===== config.mk =====
export PLATFORM = sky130hd
export DESIGN_NAME = age_rr_arbiter_flat
export DESIGN_NICKNAME = d
export VERILOG_FILES = /design/src/rtl/age_rr_arbiter_if.sv /design/src/rtl/age_rr_arbiter.sv /design/src/flat_wrapper.sv
export SDC_FILE = /design/constraint.sdc
export NUM_CORES = 1
export LEC_CHECK = 0
export CORE_MARGIN = 3
export CORE_UTILIZATION = 40
export DETAILED_ROUTE_END_ITERATION = 16
export PLACE_DENSITY = 0.74
export SYNTH_ARGS = -nofsm -noshare
export SYNTH_HDL_FRONTEND = slang
export SYNTH_SLANG_ARGS = --single-unit
export TNS_END_PERCENT = 1

===== constraint.sdc =====
create_clock -name clk -period 4.6 [get_ports clk]
set_input_delay 1.38 -clock clk [delete_from_list [all_inputs] [get_ports clk]]
set_output_delay 1.38 -clock clk [all_outputs]
set_load 0.02 [all_outputs]

===== src/rtl/age_rr_arbiter_if.sv =====
// ============================================================================
// Module      : age_rr_arbiter_if
// Description : Two-source merge handshake bundle for age_rr_arbiter.
// Revision    : 1.0 - initial release
// ============================================================================
`default_nettype none

interface age_rr_arbiter_if #(
    parameter int DATA_WIDTH  = 8,
    parameter int COUNT_WIDTH = 4
);
    logic [DATA_WIDTH-1:0]  a_data;
    logic                   a_vld;
    logic                   a_rdy;
    logic [COUNT_WIDTH-1:0] a_count;
    logic [DATA_WIDTH-1:0]  b_data;
    logic                   b_vld;
    logic                   b_rdy;
    logic [COUNT_WIDTH-1:0] b_count;
    logic                   cnt_en;
    logic [DATA_WIDTH-1:0]  odata;
    logic                   odata_vld;
    logic                   odata_rdy;
    logic [COUNT_WIDTH-1:0] ocount;
    logic                   osrc;

    modport slave (
        input  a_data, a_vld, a_count, b_data, b_vld, b_count, cnt_en, odata_rdy,
        output a_rdy, b_rdy, odata, odata_vld, ocount, osrc
    );

    modport master (
        output a_data, a_vld, a_count, b_data, b_vld, b_count, cnt_en, odata_rdy,
        input  a_rdy, b_rdy, odata, odata_vld, ocount, osrc
    );
endinterface

`default_nettype wire


===== src/rtl/age_rr_arbiter.sv =====
// ============================================================================
// Module      : age_rr_arbiter
// Description : Two-input round-robin arbiter with age override and a single
//               registered output stage that carries the item's age along.
// Revision    : 1.0 - initial release
// ============================================================================
`default_nettype none

module age_rr_arbiter #(
    parameter int DATA_WIDTH  = 8,
    parameter int COUNT_WIDTH = 4,
    parameter int AGE_LIMIT   = 12,
    parameter int STAT_WIDTH  = 16
) (
    input  logic                  clk,
    input  logic                  rst_n,
    age_rr_arbiter_if.slave       bus,
    output logic [STAT_WIDTH-1:0] aged_grants
);

    localparam logic [COUNT_WIDTH-1:0] c_AGE_LIMIT = COUNT_WIDTH'(AGE_LIMIT);

    logic [DATA_WIDTH-1:0]  odata_q, odata_d;
    logic                   odata_vld_q, odata_vld_d;
    logic [COUNT_WIDTH-1:0] ocount_q, ocount_d;
    logic                   osrc_q, osrc_d;
    logic                   last_grant_q, last_grant_d;
    logic [STAT_WIDTH-1:0]  aged_grants_q, aged_grants_d;

    logic w_free;
    logic w_aged_a;
    logic w_aged_b;
    logic w_any_vld;
    logic w_grant_b;
    logic w_age_rule;
    logic w_xfer;

    // Saturating +cnt_en; an already-saturated count must not wrap to zero.
    function automatic logic [COUNT_WIDTH-1:0] sat_inc(
        input logic [COUNT_WIDTH-1:0] v,
        input logic                   en
    );
        return (en && (v != '1)) ? v + COUNT_WIDTH'(1) : v;
    endfunction

    always_comb begin
        w_free     = !odata_vld_q || bus.odata_rdy;
        w_aged_a   = bus.a_vld && (bus.a_count >= c_AGE_LIMIT);
        w_aged_b   = bus.b_vld && (bus.b_count >= c_AGE_LIMIT);
        w_any_vld  = bus.a_vld || bus.b_vld;
        w_grant_b  = 1'b0;
        w_age_rule = 1'b0;
        if (bus.a_vld && bus.b_vld) begin
            if ((w_aged_a || w_aged_b) && (bus.a_count != bus.b_count)) begin
                w_grant_b  = bus.b_count > bus.a_count;
                w_age_rule = 1'b1;
            end else begin
                w_grant_b  = !last_grant_q;
            end
        end else if (bus.b_vld) begin
            w_grant_b = 1'b1;
        end
        w_xfer = w_free && w_any_vld;
    end

    assign bus.a_rdy = w_free && bus.a_vld && !w_grant_b;
    assign bus.b_rdy = w_free && bus.b_vld && w_grant_b;

    always_comb begin
        odata_d       = odata_q;
        odata_vld_d   = odata_vld_q;
        ocount_d      = ocount_q;
        osrc_d        = osrc_q;
        last_grant_d  = last_grant_q;
        aged_grants_d = aged_grants_q;
        if (w_xfer) begin
            odata_d      = w_grant_b ? bus.b_data : bus.a_data;
            osrc_d       = w_grant_b;
            odata_vld_d  = 1'b1;
            last_grant_d = w_grant_b;
            ocount_d     = sat_inc(w_grant_b ? bus.b_count : bus.a_count, bus.cnt_en);
            if (w_age_rule && (aged_grants_q != '1)) begin
                aged_grants_d = aged_grants_q + STAT_WIDTH'(1);
            end
        end else if (odata_vld_q && bus.odata_rdy) begin
            odata_vld_d = 1'b0;
        end else if (odata_vld_q) begin
            // Held item keeps ageing while downstream stalls.
            ocount_d = sat_inc(ocount_q, bus.cnt_en);
        end
    end

    always_ff @(posedge clk or negedge rst_n) begin
        if (!rst_n) begin
            odata_q       <= '0;
            odata_vld_q   <= 1'b0;
            ocount_q      <= '0;
            osrc_q        <= 1'b0;
            last_grant_q  <= 1'b1;
            aged_grants_q <= '0;
        end else begin
            odata_q       <= odata_d;
            odata_vld_q   <= odata_vld_d;
            ocount_q      <= ocount_d;
            osrc_q        <= osrc_d;
            last_grant_q  <= last_grant_d;
            aged_grants_q <= aged_grants_d;
        end
    end

    assign bus.odata     = odata_q;
    assign bus.odata_vld = odata_vld_q;
    assign bus.ocount    = ocount_q;
    assign bus.osrc      = osrc_q;
    assign aged_grants   = aged_grants_q;

endmodule

`default_nettype wire

===== src/flat_wrapper.sv =====
// flat-port wrapper written by rule: the top's interface ports become plain ports
module age_rr_arbiter_flat 
#(
    parameter int DATA_WIDTH  = 8,
    parameter int COUNT_WIDTH = 4,
    parameter int AGE_LIMIT   = 12,
    parameter int STAT_WIDTH  = 16
)
  (clk, rst_n, aged_grants, bus_a_data, bus_a_vld, bus_a_count, bus_b_data, bus_b_vld, bus_b_count, bus_cnt_en, bus_odata_rdy, bus_a_rdy, bus_b_rdy, bus_odata, bus_odata_vld, bus_ocount, bus_osrc);
  age_rr_arbiter_if #(.DATA_WIDTH(DATA_WIDTH), .COUNT_WIDTH(COUNT_WIDTH)) bus_i ();
  input  logic clk;
  input  logic rst_n;
  output logic [STAT_WIDTH-1:0] aged_grants;
  input wire logic [$bits(bus_i.a_data)-1:0] bus_a_data;
  input wire logic [$bits(bus_i.a_vld)-1:0] bus_a_vld;
  input wire logic [$bits(bus_i.a_count)-1:0] bus_a_count;
  input wire logic [$bits(bus_i.b_data)-1:0] bus_b_data;
  input wire logic [$bits(bus_i.b_vld)-1:0] bus_b_vld;
  input wire logic [$bits(bus_i.b_count)-1:0] bus_b_count;
  input wire logic [$bits(bus_i.cnt_en)-1:0] bus_cnt_en;
  input wire logic [$bits(bus_i.odata_rdy)-1:0] bus_odata_rdy;
  output wire logic [$bits(bus_i.a_rdy)-1:0] bus_a_rdy;
  output wire logic [$bits(bus_i.b_rdy)-1:0] bus_b_rdy;
  output wire logic [$bits(bus_i.odata)-1:0] bus_odata;
  output wire logic [$bits(bus_i.odata_vld)-1:0] bus_odata_vld;
  output wire logic [$bits(bus_i.ocount)-1:0] bus_ocount;
  output wire logic [$bits(bus_i.osrc)-1:0] bus_osrc;
  assign bus_i.a_data = bus_a_data;
  assign bus_i.a_vld = bus_a_vld;
  assign bus_i.a_count = bus_a_count;
  assign bus_i.b_data = bus_b_data;
  assign bus_i.b_vld = bus_b_vld;
  assign bus_i.b_count = bus_b_count;
  assign bus_i.cnt_en = bus_cnt_en;
  assign bus_i.odata_rdy = bus_odata_rdy;
  assign bus_a_rdy = bus_i.a_rdy;
  assign bus_b_rdy = bus_i.b_rdy;
  assign bus_odata = bus_i.odata;
  assign bus_odata_vld = bus_i.odata_vld;
  assign bus_ocount = bus_i.ocount;
  assign bus_osrc = bus_i.osrc;
  age_rr_arbiter #(.DATA_WIDTH(DATA_WIDTH), .COUNT_WIDTH(COUNT_WIDTH), .AGE_LIMIT(AGE_LIMIT), .STAT_WIDTH(STAT_WIDTH)) u_core (.clk(clk), .rst_n(rst_n), .bus(bus_i), .aged_grants(aged_grants));
endmodule

==> results of run 1 <==
-- state kept, by name, indices dropped and copies added (netlist names) --
| signal | cells |
|---|---|
| u_core.bus.osrc | 1 |
| u_core.bus.odata_vld | 1 |
| u_core.bus.odata | 8 |
| u_core.aged_grants | 16 |
| u_core.last_grant_q | 1 |
| u_core.bus.ocount | 4 |
-- routing by layer --
layer	vias up	global-route usage
met5	-	0
met1	773	0.221
met2	60	0.294
met3	4	0.0468
met4	0	0.0512
li1	830	-
-- cell type report --
class                           count  area share
Clock buffer                        7      0.0279
Clock inverter                      1     0.00183
Inverter                            5     0.00687
Multi-Input combinational cell    140       0.372
Sequential cell                    31       0.284
Tap cell                           50      0.0229
Timing Repair Buffer               84       0.284
-- cells in the final DEF, fill, tap and decap left out, types with 4 or more instances in the layout --
cell type and count:
mux2i_1 12, nand2_1 23, inv_1 4, xnor2_1 16
clkdlybuf4s50_1 58, a21oi_1 5, nand4_1 12, o21ai_0 4
buf_4 24, dfrtp_1 30, nor2_1 6, and3_1 9
o21ai_1 8, nand3_1 11, clkbuf_8 5
-- metrics by stage --
stage / utilization / setup slack [ns]
floorplan: - / 0.365
global placement: 0.623 / -0.454
detailed placement: 0.623 / -0.486
CTS: 0.646 / 0.0509
global route: 0.655 / 0.0112
finish: 0.655 / 0.101
-- logic make-up (layout without fill, tap and decap cells) --
kind of cell / after synthesis / in the layout / share of synthesized area
xor gates and xnor gates: 18 / 18 / 0.0872
AOI/OAI and AO/OA: 27 / 27 / 0.109
buffers and inverters: 12 / 97 / 0.0325
DFF: 31 / 31 / 0.430
and+or+nand+nor: 75 / 75 / 0.221
adders and majority gates: 6 / 6 / 0.0415
muxes: 14 / 14 / 0.0789
-- where the power goes --
part	total, mW	switching [mW]	internal, mW	leakage (nW)
Sequential	0.347	0.0352	0.312	0.394
Clock	0.199	0.0928	0.106	0.0422
Combinational	0.298	0.140	0.158	0.752
-- what timing repair did --
action	CTS	global route
resized for setup	11	5
setup endpoints to repair	2	2
hold endpoints to repair	0	0
pin swaps	4	2
setup buffers	2	0
-- critical path, stage by stage --
cell	delay, ns
clkdlybuf4s50_1	0.49
inv_2	0.05
ha_4	0.23
and4_1	0.19
o211ai_1	0.25
o311ai_4	0.16
nand2b_4	0.17
inv_1	0.06
buf_4	0.13
-- how the worst max path moves through the flow --
| stage | startpoint | end | slack, ns | cells past startpoint |
|---|---|---|---|---|
| 6_report | bus_b_count[0] | bus_b_rdy | 0.10 | 9 |
| 5_1_grt | bus_b_count[0] | bus_b_rdy | 0.01 | 9 |
| 4_1_cts | bus_b_count[0] | bus_b_rdy | 0.05 | 9 |
| 3_5_place_dp | bus_a_count[1] | bus_b_rdy | -0.49 | 9 |
| 3_3_place_gp | bus_b_count[0] | bus_b_rdy | -0.45 | 9 |
| 2_1_floorplan | bus_a_count[1] | bus_b_rdy | 0.36 | 8 |
==> out/results.ini, run 1 <==
[floorplanning]
core_um2=4170
die_x_um=73.2
start_util=0.433
num_rows=23
io-pin-count=62
die_area_um2=5360
die_y_um=73.2

[setup_path]
worstSetupStartpointType=primary input
cp.arrival_ns=3.12
r2r_cells=6
critPathKind=primary input to output pin
r2r-start=u_core.aged_grants[0]
endpoint_kind=output pin
timing.rr.end=u_core.aged_grants[1]
required_ns=3.22
regToRegSetupSlack_ns=2.35
path_max_fanout=3

[logic_synthesis]
synth_common_cells=30 x dfrtp_1, 23 x nand2_1, 16 x xnor2_1, 12 x mux2i_1, 12 x nand4_1
yosys_register_bits=31
netlist_area_um2=1810
ys_async_sr_fraction=1.00
synth_enable_flop_cells=0
yosysTopAreaCellShare=0.415
avgSynthCellArea_um2=9.88
synthesis.nets=219
synth.distinct_cells=36
postSynthCellCount=183
ys_seq_area_frac=0.430
synth_ff_type=dfrtp_1
yosysWarningCount=0
yosys-top-cells-area=dfrtp_1 42%, xnor2_1 7.8%, mux2i_1 6.6%
synth.most_common_cell=dfrtp_1
synth_top_cell_by_area=dfrtp_1

[min_path]
worst_hold_startpoint=u_core.last_grant_q
hold_path_end=u_core.last_grant_q
min_path_type=flop to flop
hold_depth=2

[outcome]
status=complete, no violations

[routing]
wl_met3_um=304
num_vias=1667
routed_via_density=5.24
met2_length_um=2140
routed_wl_um=4400
dr.pass1.iters=4
drt_iter0_drc=147
drt-met1-wl_um=1930
routedWlPerCell_um=13.8
drc=0
top_layer_used=met4
route.antenna.remaining_nets=0

[placement]
place_inst=308
port_buffers=61
post-dp-hpwl_um=3470
routabilityCongestion=0.879
place_area_um2=2600

[clocking]
cts_tree=yes
cts-root-buf=clkbuf_8
clkTransAtPathRegs_ns=0.06
cts_buffers=5
cts_hold_buf=0
cts_buffer_depth=2
htree_levels=2
clkLatencyLatePin_ns=0.27
clock_sinks=31

[timing]
finalSetupViolCount=0
holdWs_ns=0.468
fmax_mhz=222
relSlewSlack=0.307
fin_crit_sh=0.978
tightest_slew_ns=1.04
hold_viol_final=0
rsz0062_at_grt=no
drv_slew=0
tns_ns=0
period_minus_slack_ns=4.50
finalClockSkew_ns=0.00927

[final_layout]
stdcell_area_um2=2730
num-fill-cells=340
drive_above_1_share=0.164
layout.nets=303
insertedDiodeCount=0
seq_area_um2=777
multiInputGateArea_um2=1020
syn2layout_area_growth_pct=51.1
final_cells=318

[power]
total_power_mw=0.844
power_density_nw_per_um2=309
peakVddDrop_uv=259
cellLeakagePower_nw=1.19

[global_routing]
grt_pass1_vias=1645
grtUsageTotal=0.176
grt_pass1_wl_um=7410
gr-total-overflow=0
grt_antenna_before_repair=0
grt_max_degree=24

[job]
maxCapViolCount=0

Power figures use the tool's default switching activity.
==> inputs of run 2 (changes only) <==
- GPL_ROUTABILITY_DRIVEN: not set -> 0
==> results of run 2 <==
Final layout, timing and power as in run 1 (identical DEF).
